$ cat src/rtl/uart_tx.sv
// uart_tx: 16x-oversampled UART transmitter, 1 start / DATA_BITS LSB-first / 1 stop, no parity.
// Define UART_TX_HOLD_BUF_EN for a one-word holding register giving back-to-back frames.
module uart_tx #(
  parameter int DATA_BITS  = 16,
  parameter int OVERSAMPLE = 16,
  parameter int STOP_TICKS = 16
) (
  input  logic                 clk,
  input  logic                 reset_n,
  input  logic                 enable,
  input  logic                 tx_tick,
  input  logic                 tx_start,
  input  logic [DATA_BITS-1:0] tx_data,
  output logic                 tx_ready,
  output logic                 tx_busy,
  output logic                 tx_done,
  output logic                 tx
);
  localparam int TMAX = OVERSAMPLE > STOP_TICKS ? OVERSAMPLE : STOP_TICKS;
  localparam int TW = TMAX > 1 ? $clog2(TMAX) : 1;
  localparam int BW = DATA_BITS > 1 ? $clog2(DATA_BITS) : 1;
  localparam logic [TW-1:0] OS_LAST = TW'(OVERSAMPLE - 1);
  localparam logic [TW-1:0] STOP_LAST = TW'(STOP_TICKS - 1);
  localparam logic [BW-1:0] BIT_LAST = BW'(DATA_BITS - 1);

  typedef enum logic [1:0] {IDLE = 2'd0, START = 2'd1, DATA = 2'd2, STOP = 2'd3} state_t;

  state_t               state_q, state_d;
  logic [TW-1:0]        tick_q, tick_d;
  logic [BW-1:0]        bit_q, bit_d;
  logic [DATA_BITS-1:0] shift_q, shift_d;
  logic                 tx_q, tx_d, busy_q, busy_d, done_q, done_d;
  logic                 accept, stop_end;

`ifdef UART_TX_HOLD_BUF_EN
  logic [DATA_BITS-1:0] hold_q, hold_d;
  logic                 hold_valid_q, hold_valid_d;
  assign tx_ready = enable && !hold_valid_q;
`else
  assign tx_ready = enable && state_q == IDLE;
`endif

  assign accept   = tx_start && tx_ready;
  assign stop_end = state_q == STOP && tx_tick && tick_q == STOP_LAST;
  assign tx       = tx_q;
  assign tx_busy  = busy_q;
  assign tx_done  = done_q;

  // tx_d always reflects the output of the state being entered, so tx is a clean flop output
  always_comb begin
    state_d = state_q;
    tick_d  = tick_q;
    bit_d   = bit_q;
    shift_d = shift_q;
    tx_d    = tx_q;
    done_d  = 1'b0;
`ifdef UART_TX_HOLD_BUF_EN
    hold_d       = hold_q;
    hold_valid_d = hold_valid_q;
`endif
    if (enable) begin
      case (state_q)
        IDLE: begin
          tx_d = 1'b1;
          if (accept) begin
            shift_d = tx_data;
            tick_d  = '0;
            state_d = START;
            tx_d    = 1'b0;
          end
        end
        START: begin
          tx_d = 1'b0;
          if (tx_tick && tick_q == OS_LAST) begin
            tick_d  = '0;
            bit_d   = '0;
            state_d = DATA;
            tx_d    = shift_q[0];
          end else if (tx_tick) tick_d = tick_q + 1'b1;
        end
        DATA: begin
          tx_d = shift_q[0];
          if (tx_tick && tick_q == OS_LAST) begin
            tick_d  = '0;
            shift_d = shift_q >> 1;
            state_d = bit_q == BIT_LAST ? STOP : DATA;
            bit_d   = bit_q == BIT_LAST ? bit_q : bit_q + 1'b1;
            tx_d    = bit_q == BIT_LAST ? 1'b1 : shift_q[1];
          end else if (tx_tick) tick_d = tick_q + 1'b1;
        end
        STOP: begin
          tx_d = 1'b1;
          if (stop_end) begin
            tick_d  = '0;
            done_d  = 1'b1;
            state_d = IDLE;
`ifdef UART_TX_HOLD_BUF_EN
            if (hold_valid_q || accept) begin
              shift_d      = hold_valid_q ? hold_q : tx_data;
              hold_valid_d = 1'b0;
              state_d      = START;
              tx_d         = 1'b0;
            end
`endif
          end else if (tx_tick) tick_d = tick_q + 1'b1;
        end
        default: begin
          state_d = IDLE;
          tx_d    = 1'b1;
        end
      endcase
`ifdef UART_TX_HOLD_BUF_EN
      if (accept && state_q != IDLE && !stop_end) begin
        hold_d       = tx_data;
        hold_valid_d = 1'b1;
      end
`endif
    end
    busy_d = state_d != IDLE;
  end

  always_ff @(posedge clk or negedge reset_n) begin
    if (!reset_n) begin
      state_q <= IDLE;
      tick_q  <= '0;
      bit_q   <= '0;
      shift_q <= '0;
      tx_q    <= 1'b1;
      busy_q  <= 1'b0;
      done_q  <= 1'b0;
`ifdef UART_TX_HOLD_BUF_EN
      hold_q       <= '0;
      hold_valid_q <= 1'b0;
`endif
    end else begin
      state_q <= state_d;
      tick_q  <= tick_d;
      bit_q   <= bit_d;
      shift_q <= shift_d;
      tx_q    <= tx_d;
      busy_q  <= busy_d;
      done_q  <= done_d;
`ifdef UART_TX_HOLD_BUF_EN
      hold_q       <= hold_d;
      hold_valid_q <= hold_valid_d;
`endif
    end
  end
endmodule

$ cat config.mk
export PLATFORM = sky130hd
export DESIGN_NAME = uart_tx
export DESIGN_NICKNAME = d
export VERILOG_FILES = /design/src/rtl/uart_tx.sv
export SDC_FILE = /design/constraint.sdc
export NUM_CORES = 1
export LEC_CHECK = 0
export ABC_CLOCK_PERIOD_IN_PS = 1900
export CAP_MARGIN = 0
export CORE_UTILIZATION = 35
export CTS_CLUSTER_DIAMETER = 150
export DETAILED_ROUTE_END_ITERATION = 8
export GPL_TIMING_DRIVEN = 0
export SETUP_SLACK_MARGIN = 0.02
export SYNTH_ARGS = -nofsm -noshare
export SYNTH_HDL_FRONTEND = slang
export SYNTH_SLANG_ARGS = --single-unit
$ cat constraint.sdc
create_clock -name clk -period 1.9 [get_ports clk]
set_clock_uncertainty 0.15 [all_clocks]
set_input_delay 0.19 -clock clk [delete_from_list [all_inputs] [get_ports clk]]
set_output_delay 0.19 -clock clk [all_outputs]
set_load 0.02 [all_outputs]
==> results by group, run 1 <==
Yosys
  – Post-synthesis sequential element count: 29
  – Mean post-synth cell area: 11.65 µm²
  – Seq/Total Area, Yosys: 0.4275
  – Post-synth EDFFs: 0
  – Warnings from Yosys: 0
  – Unique masters post-synth: 42
  – Synth Flop Type: dfrtp_1
  – Mapped Nets: 174
  – Syn Inst Count: 146
  – Async SR Flop Fraction: 1.000
  – Post-synth design cell area: 1700 µm²

STA
  – Tightest Pin Transition: 0.6315 ns
  – RSZ-0062 raised after global routing: false
  – Period utilization: 0.9571
  – Final hold violations: 0
  – Fmax: 0.5499 GHz
  – Slew headroom: 0.5790
  – Fin crit period: about 1.8 ns
  – Fin Setup TNS: 0 ns
  – Final Setup Violations: 0
  – Slew Limit Fails: 0

Floorplanning
  – Die extent in y: 71.70 µm
  – Die width: 71.70 µm
  – Core region area: ~4500 µm²
  – # IOs: 25
  – Total Die Area: 5141 µm²
  – Row cnt: 24
  – Starting Density: 0.3775

Power and ir drop
  – Pwr dens: approximately 1100 nW/µm²
  – Worst VDD drop: 0.4350 mV
  – Leakage: between 0.9 and 1 nW

Critical path
  – R2R Setup Slk: 0.08 ns
  – CP Capture Type: flip-flop
  – RR Startpoint: state_q[1]
  – Startpoint Class: flip-flop
  – Crit path max fanout: 6
  – CP Capture Point: tx_busy
  – WP data required: 1.91 ns
  – Critical Path Start: state_q[1]
  – Worst R2R End: tx_busy
  – Worst EP arrival: between 1.5 and 2 ns
  – CP Class: flip-flop to flip-flop
  – Register-to-Register Path Depth: 7

Route
  – Avg WL per Cell: about 15 µm
  – Vias per inst: around 5.2
  – # DRC: 0
  – Total Routed Length: 3690 µm
  – First-pass iteration count of the detailed router: 4
  – Vias: 1274
  – DRT antenna net count: 0
  – Initial DRC Count: 53

Global routing
  – First-pass GRT wire length: 6368 µm
  – Vias in the first global route: 1435
  – Initial antenna violation count: 0
  – Total track usage: 0.1606
  – Largest net degree at the start of global routing: 30
  – Grt total ovfl: 0

Clock tree
  – Worst-path clk slew: 0.06 ns
  – Cts bufs inserted: 5
  – Clock Latency Late Sink: a little under 0.3 ns
  – Clock Path Buffers: 2
  – CTS tree: yes
  – CTS H-tree lvls: 2
  – Clk root buf: clkbuf_8
  – Clock sink count: 29

Status
  – Status: completed

Layout
  – Layout cells sized above 1: 0.4375
  – Most common cell after layout, fill and taps aside: dfrtp_1
  – N_diodes: 0
  – NumNets Final: 219
  – Area Overhead vs Synth: 34.58%
  – Commonest cells after routing, fill and taps aside: dfrtp_1, clkdlybuf4s50_1, mux2_2
  – Area of the multi-input gates: 993.5 µm²
  – Post-route insts no fill: 244
  – Register area: 728.2 µm²
  – Fillers: 416

Run
  – Total of max-cap violations: 0

Placed design
  – Detail Placement HPWL: about 2500 µm
  – Post-placement cell count: approximately 220
  – Placer Congestion: 0.7303
  – PortBufs: 23

Worst hold path
  – Min-delay worst type: input pin to flip-flop
==> cells by family after synthesis <==
logic type               share of synthesized area
multiplexers                                0.2458
AO/OA/AOI/OAI                              0.08904
XOR/XNOR                                   0.01546
buffers and inverters                      0.03679
flip-flops                                  0.4275
AND/OR/NAND/NOR                             0.1339
adder cells (fa/ha/maj)                    0.05151
==> stage by stage <==
step / utilization / worst slack [ns] / power, W / area [µm²] / hold WS (ns)
floorplan: - / 0.02200 / 0.001555 / 1709 / -0.2556
global placement: 0.4450 / -0.2330 / 0.001756 / 2004 / 0.3364
detailed placement: 0.4450 / -0.2657 / 0.001793 / 2004 / 0.3402
CTS: 0.5083 / 0.009786 / 0.002510 / 2290 / 0.1836
global route: 0.5081 / 0.01833 / 0.002659 / 2288 / 0.2177
finish: 0.5081 / 0.08158 / 0.002492 / 2288 / 0.1961
==> how the worst min path moves through the flow <==
| stage | startpoint | to | slack (ns) | cells past startpoint |
|---|---|---|---|---|
| after floorplan | reset_n | bit_q[0] | -0.26 | 0 |
| after global placement | shift_q[3] | shift_q[3] | 0.34 | 1 |
| after detailed placement | shift_q[11] | shift_q[11] | 0.34 | 1 |
| after CTS | enable | shift_q[15] | 0.18 | 4 |
| after global routing | enable | shift_q[15] | 0.22 | 4 |
| final | enable | shift_q[15] | 0.20 | 4 |
==> cell usage after synthesis, drive strengths merged (3+ instances only) <==
master  number  area share
ha           7       0.052
nand3        6       0.018
buf          7       0.028
dfrtp       28        0.41
inv          3      0.0066
o21ai        5       0.015
and3         4       0.015
nor2         8       0.022
mux2        30        0.22
mux2i        3       0.025
a21oi        4       0.012
nand2        8       0.019
==> registers in the layout (all words and copies together), names as in the netlist <==
name,flops
tx,1
shift_q,16
tx_busy,1
tick_q,4
tx_done,1
bit_q,4
state_q,2
==> cell type report <==
cell class | count | share of cell area
Sequential cell | 29 | 0.3182
Inverter | 3 | 0.004921
Multi-Input combinational cell | 106 | 0.4341
Tap cell | 52 | 0.02843
Timing Repair Buffer | 42 | 0.1662
Clock buffer | 5 | 0.03007
Clock inverter | 3 | 0.007654
Buffer | 4 | 0.01039
==> worst max-delay path, cell delays in order, from the launching register on <==
cell	delay [ns]
dfrtp_2	0.45
inv_2	0.09
buf_4	0.14
ha_4	0.15
nand2b_1	0.12
o22ai_1	0.11
o32a_1	0.20
or2_2	0.29
==> power breakdown <==
part	switching, W	internal [W]
clock network	0.000239	0.000252
registers	0.000130	0.000850
logic	0.000401	0.000619
==> timing repair <==
item,in CTS,in global routing
hold buffers,0,1
endpoints found under the setup margin,17,24
endpoints found under the hold margin,0,28
pin swaps,2,5
setup buffers,15,3
cloned,1,0
gates resized for setup,21,16
==> metal layers <==
| layer | routed length [µm] | global-route usage | part of all wire |
|---|---|---|---|
| met3 | 148 | 0.04219 | 0.040 |
| met2 | 1964 | 0.3061 | 0.53 |
| met4 | 30 | 0.05229 | 0.0081 |
| met1 | 1546 | 0.1705 | 0.42 |
| met5 | 0 | 0 | 0 |
(Power assumes the default switching activity.)
==> run 2, diff against run 1 <==
--- a/config.mk
+++ b/config.mk
@@ -5,6 +5,7 @@
 export SDC_FILE = /design/constraint.sdc
 export NUM_CORES = 1
 export LEC_CHECK = 0
+export ABC_AREA = 1
 export ABC_CLOCK_PERIOD_IN_PS = 1900
 export CAP_MARGIN = 0
 export CORE_UTILIZATION = 35
==> results by group, run 2 <==
Status
  – Status: finished with violations
  – Failing checks: DRC

Power and ir drop
  – Worst VDD drop: 0.5719 mV (+31%)
  – Pwr dens: 1019 nW/µm² (-6.4%)
  – Leakage: 1.048 nW (+7.6%)
  – Power Total: 0.002239 W (-10%)

Layout
  – Area Overhead vs Synth: 33.26%
  – NumNets Final: 285 (+30%)
  – Register area: 726.9 µm² (-0.17%)
  – Max FFs per register: 16 (unchanged)
  – Largest registers: shift_q x16, bit_q x4, tick_q x4
  – Layout cells sized above 1: 0.1868 (-0.2507)
  – Biggest register: shift_q
  – N_diodes: 0 (unchanged)
  – Commonest cells after routing, fill and taps aside: nand2_1, inv_1, dfrtp_1
  – Most common cell after layout, fill and taps aside: nand2_1
  – Fillers: 435 (+4.6%)
  – Area of the multi-input gates: 778.2 µm² (-22%)

Critical path
  – Worst-path cell chain: inv_1, ha_2, a21oi_2, o21ai_2, a21oi_4, buf_12, buf_4, nand2_1, o21ai_0
  – Crit path max-delay cell type: dfrtp_1
  – CP Capture Type: flip-flop
  – Register-to-Register Path Depth: 9 (+2)
  – WP data required: 1.95 ns (+0.04 ns)
  – Crit path max fanout: 6 (unchanged)
  – Startpoint Class: flip-flop
  – Worst EP arrival: 1.88 ns (+0.05 ns)
  – Crit-path max cell delay: 0.40 ns (-0.05 ns)
  – CP Class: flip-flop to flip-flop

Route
  – Met3 Wirelength: 174 µm (+18%)
  – M1 WL: 1734 µm (+12%)
  – Initial DRC Count: 78 (+47%)
  – Vias per inst: 4.634 (-11%)
  – Highest metal used: met4
  – DRT antenna net count: 0 (unchanged)
  – # DRC: 8 (+8)
  – First-pass iteration count of the detailed router: 6 (+2)
  – Met2 Routed Length: 1650 µm (-16%)
  – Vias: 1432 (+12%)
  – Total Routed Length: 3619 µm (-1.9%)
  – Avg WL per Cell: 11.71 µm (-23%)

Floorplanning
  – Die width: 70.62 µm (-1.5%)
  – Die extent in y: 70.62 µm (-1.5%)
  – Total Die Area: 4986 µm² (-3.0%)
  – Starting Density: 0.3708 (-0.006723)
  – Core region area: 4444 µm² (-1.3%)
  – Row cnt: 24 (unchanged)
  – # IOs: 25 (unchanged)

Yosys
  – Async SR Flop Fraction: 1.000 (unchanged)
  – Unique masters post-synth: 25 (-40%)
  – Mean post-synth cell area: 7.700 µm² (-34%)
  – Most frequent cell after synthesis: nand2_1
  – Cell taking the most area after synthesis: dfrtp_1
  – Seq/Total Area, Yosys: 0.4412 (+0.01363)
  – Warnings from Yosys: 0 (unchanged)
  – Mapped Nets: 242 (+39%)
  – Top cells by area, synth: dfrtp_1, nand2_1, o21ai_0
  – Post-synth top cells: nand2_1, inv_1, dfrtp_1, o21ai_0, nor2_1
  – Synth Flop Type: dfrtp_1
  – Post-synth EDFFs: 0 (unchanged)
  – Post-synthesis sequential element count: 29 (unchanged)
  – Syn Inst Count: 214 (+47%)
  – Post-synth design cell area: 1648 µm² (-3.1%)
  – Synth top area share: 0.4252 (+0.01314)

Global routing
  – Vias in the first global route: 1338 (-6.8%)
  – First-pass GRT wire length: 6044 µm (-5.1%)
  – Initial antenna violation count: 0 (unchanged)
  – Largest net degree at the start of global routing: 30 (unchanged)
  – Grt total ovfl: 0 (unchanged)
  – Total track usage: 0.1585 (-0.002161)

Placed design
  – PortBufs: 24 (+4.3%)
  – Detail Placement HPWL: 2371 µm (-4.2%)
  – Placer Congestion: 0.8135 (+11%)
  – Dpl ws: -0.1298 ns (+0.1359 ns)

STA
  – Final Setup Violations: 0 (unchanged)
  – Period utilization: 0.9597 (+0.002618)
  – Setup ws final: 0.07660 ns (-0.004973 ns)
  – Fin crit period: 1.823 ns (+0.004973 ns)
  – Slew Limit Fails: 0 (unchanged)
  – Final hold violations: 0 (unchanged)
  – Tightest Pin Transition: 0.6630 ns (+0.03144 ns)
  – Fmax: 0.5484 GHz (-0.27%)
  – Slew headroom: 0.5580 (-0.02096)

Clock tree
  – Clock Latency Late Sink: 0.28 ns (about the same)
  – Clk root buf: clkbuf_8
  – CTS tree: yes
  – Worst-path clk slew: 0.06 ns (about the same)
  – Clock sink count: 29 (unchanged)
  – Clock Path Buffers: 2 (unchanged)
  – Cts bufs inserted: 5 (unchanged)
  – CTS H-tree lvls: 2 (unchanged)

Run
  – Total of max-cap violations: 0 (unchanged)

Worst hold path
  – Min-delay worst type: input pin to asynchronous set/reset pin
run 2: cell count changes after synthesis, sizes merged, moves of 4 or more:
| cell | change |
|---|---|
| mux2 | -30 |
| and3 | -4 |
| o21ai | +32 |
| nor2 | +4 |
| a21oi | +6 |
| inv | +30 |
| nand2 | +54 |
run 2: path summary, 6_finish.rpt:
| path | to | startpoint | slack (ns) |
|---|---|---|---|
| setup / recovery | shift_q[4] | state_q[1] | 0.08 |
| hold / removal | shift_q[9] | reset_n | 0.34 |
| setup reg to reg | shift_q[4] | state_q[1] | 0.08 |
| hold reg to reg | tx | tx | 0.34 |
| max in group asynchronous | state_q[0] | reset_n | 0.83 |
| min in group clk | tx | tx | 0.34 |
run 2: cell type report:
cell class              instances  share of cell area
multi-input cells             145              0.3544
clock buffers                   7             0.03932
inverters                      33             0.05641
flip-flops and latches         29              0.3311
plain buffers                   7             0.02963
repair buffers                 36              0.1595
well taps                      52             0.02963
run 2: repair_timing:
item | 4_1_cts | 5_1_grt
hold buffers | 0 | 1
gates resized for setup | 3 | 20
gates cloned | 0 | 3
buffers inserted | 0 | 8
pin swaps | 0 | 4
endpoints found under the hold margin | 0 | 28
setup endpoints to repair | 20 | 23
run 2: logic make-up after synthesis:
kind of cell    Yosys count  share of synthesized area
simple gates             88                     0.2210
compound gates           48                     0.1670
buf+inv                  40                     0.1063
flops                    29                     0.4412
fa+ha+maj                 7                    0.05315
xor+xnor                  1                   0.005316
mux                       1                   0.006075
run 2: worst max-delay path, delay by kind of cell, from the launching register on:
kind                     cells  cell delay, ns
flip-flops                   1            0.40
adder cells (fa/ha/maj)      1            0.22
AO/OA/AOI/OAI                4            0.55
buffers and inverters        3            0.40
AND/OR/NAND/NOR              1            0.04
run 2: per-stage QoR:
stage               area [µm²]  setup TNS (ns)  std cells  utilization  hold slack (ns)
global placement          1953          -2.420        290       0.4395           0.3282
global route              2196         -0.1206        309       0.4941           0.3826
CTS                       2041               0        297       0.4592           0.3410
finish                    2196               0        309       0.4941           0.3356
floorplan                 1648               0        214            -          -0.2556
detailed placement        1953          -3.609        290       0.4395           0.3272
run 2: power breakdown:
part	switching, W	leakage, nW	internal (W)
Clock	0.000225	0.0443	0.000287
Combinational	0.000413	0.642	0.000379
Sequential	0.0000957	0.362	0.000839
Total	0.000735	1.05	0.00150
run 2: routing by layer:
metal  global-route usage  vias up
met4              0.06667        0
met2               0.2427       25
met3              0.05556        6
li1                     -      764
met5                    0        -
met1               0.2051      637
==> run 3, diff against run 2 <==
--- a/config.mk
+++ b/config.mk
@@ -11,8 +11,10 @@
 export CORE_UTILIZATION = 35
 export CTS_CLUSTER_DIAMETER = 150
 export DETAILED_ROUTE_END_ITERATION = 8
+export GPL_ROUTABILITY_DRIVEN = 0
 export GPL_TIMING_DRIVEN = 0
 export SETUP_SLACK_MARGIN = 0.02
+export SKIP_LAST_GASP = 1
 export SYNTH_ARGS = -nofsm -noshare
 export SYNTH_HDL_FRONTEND = slang
 export SYNTH_SLANG_ARGS = --single-unit
==> results of run 3 <==
Same layout as run 2: the final DEF is identical, and so are final timing and power.
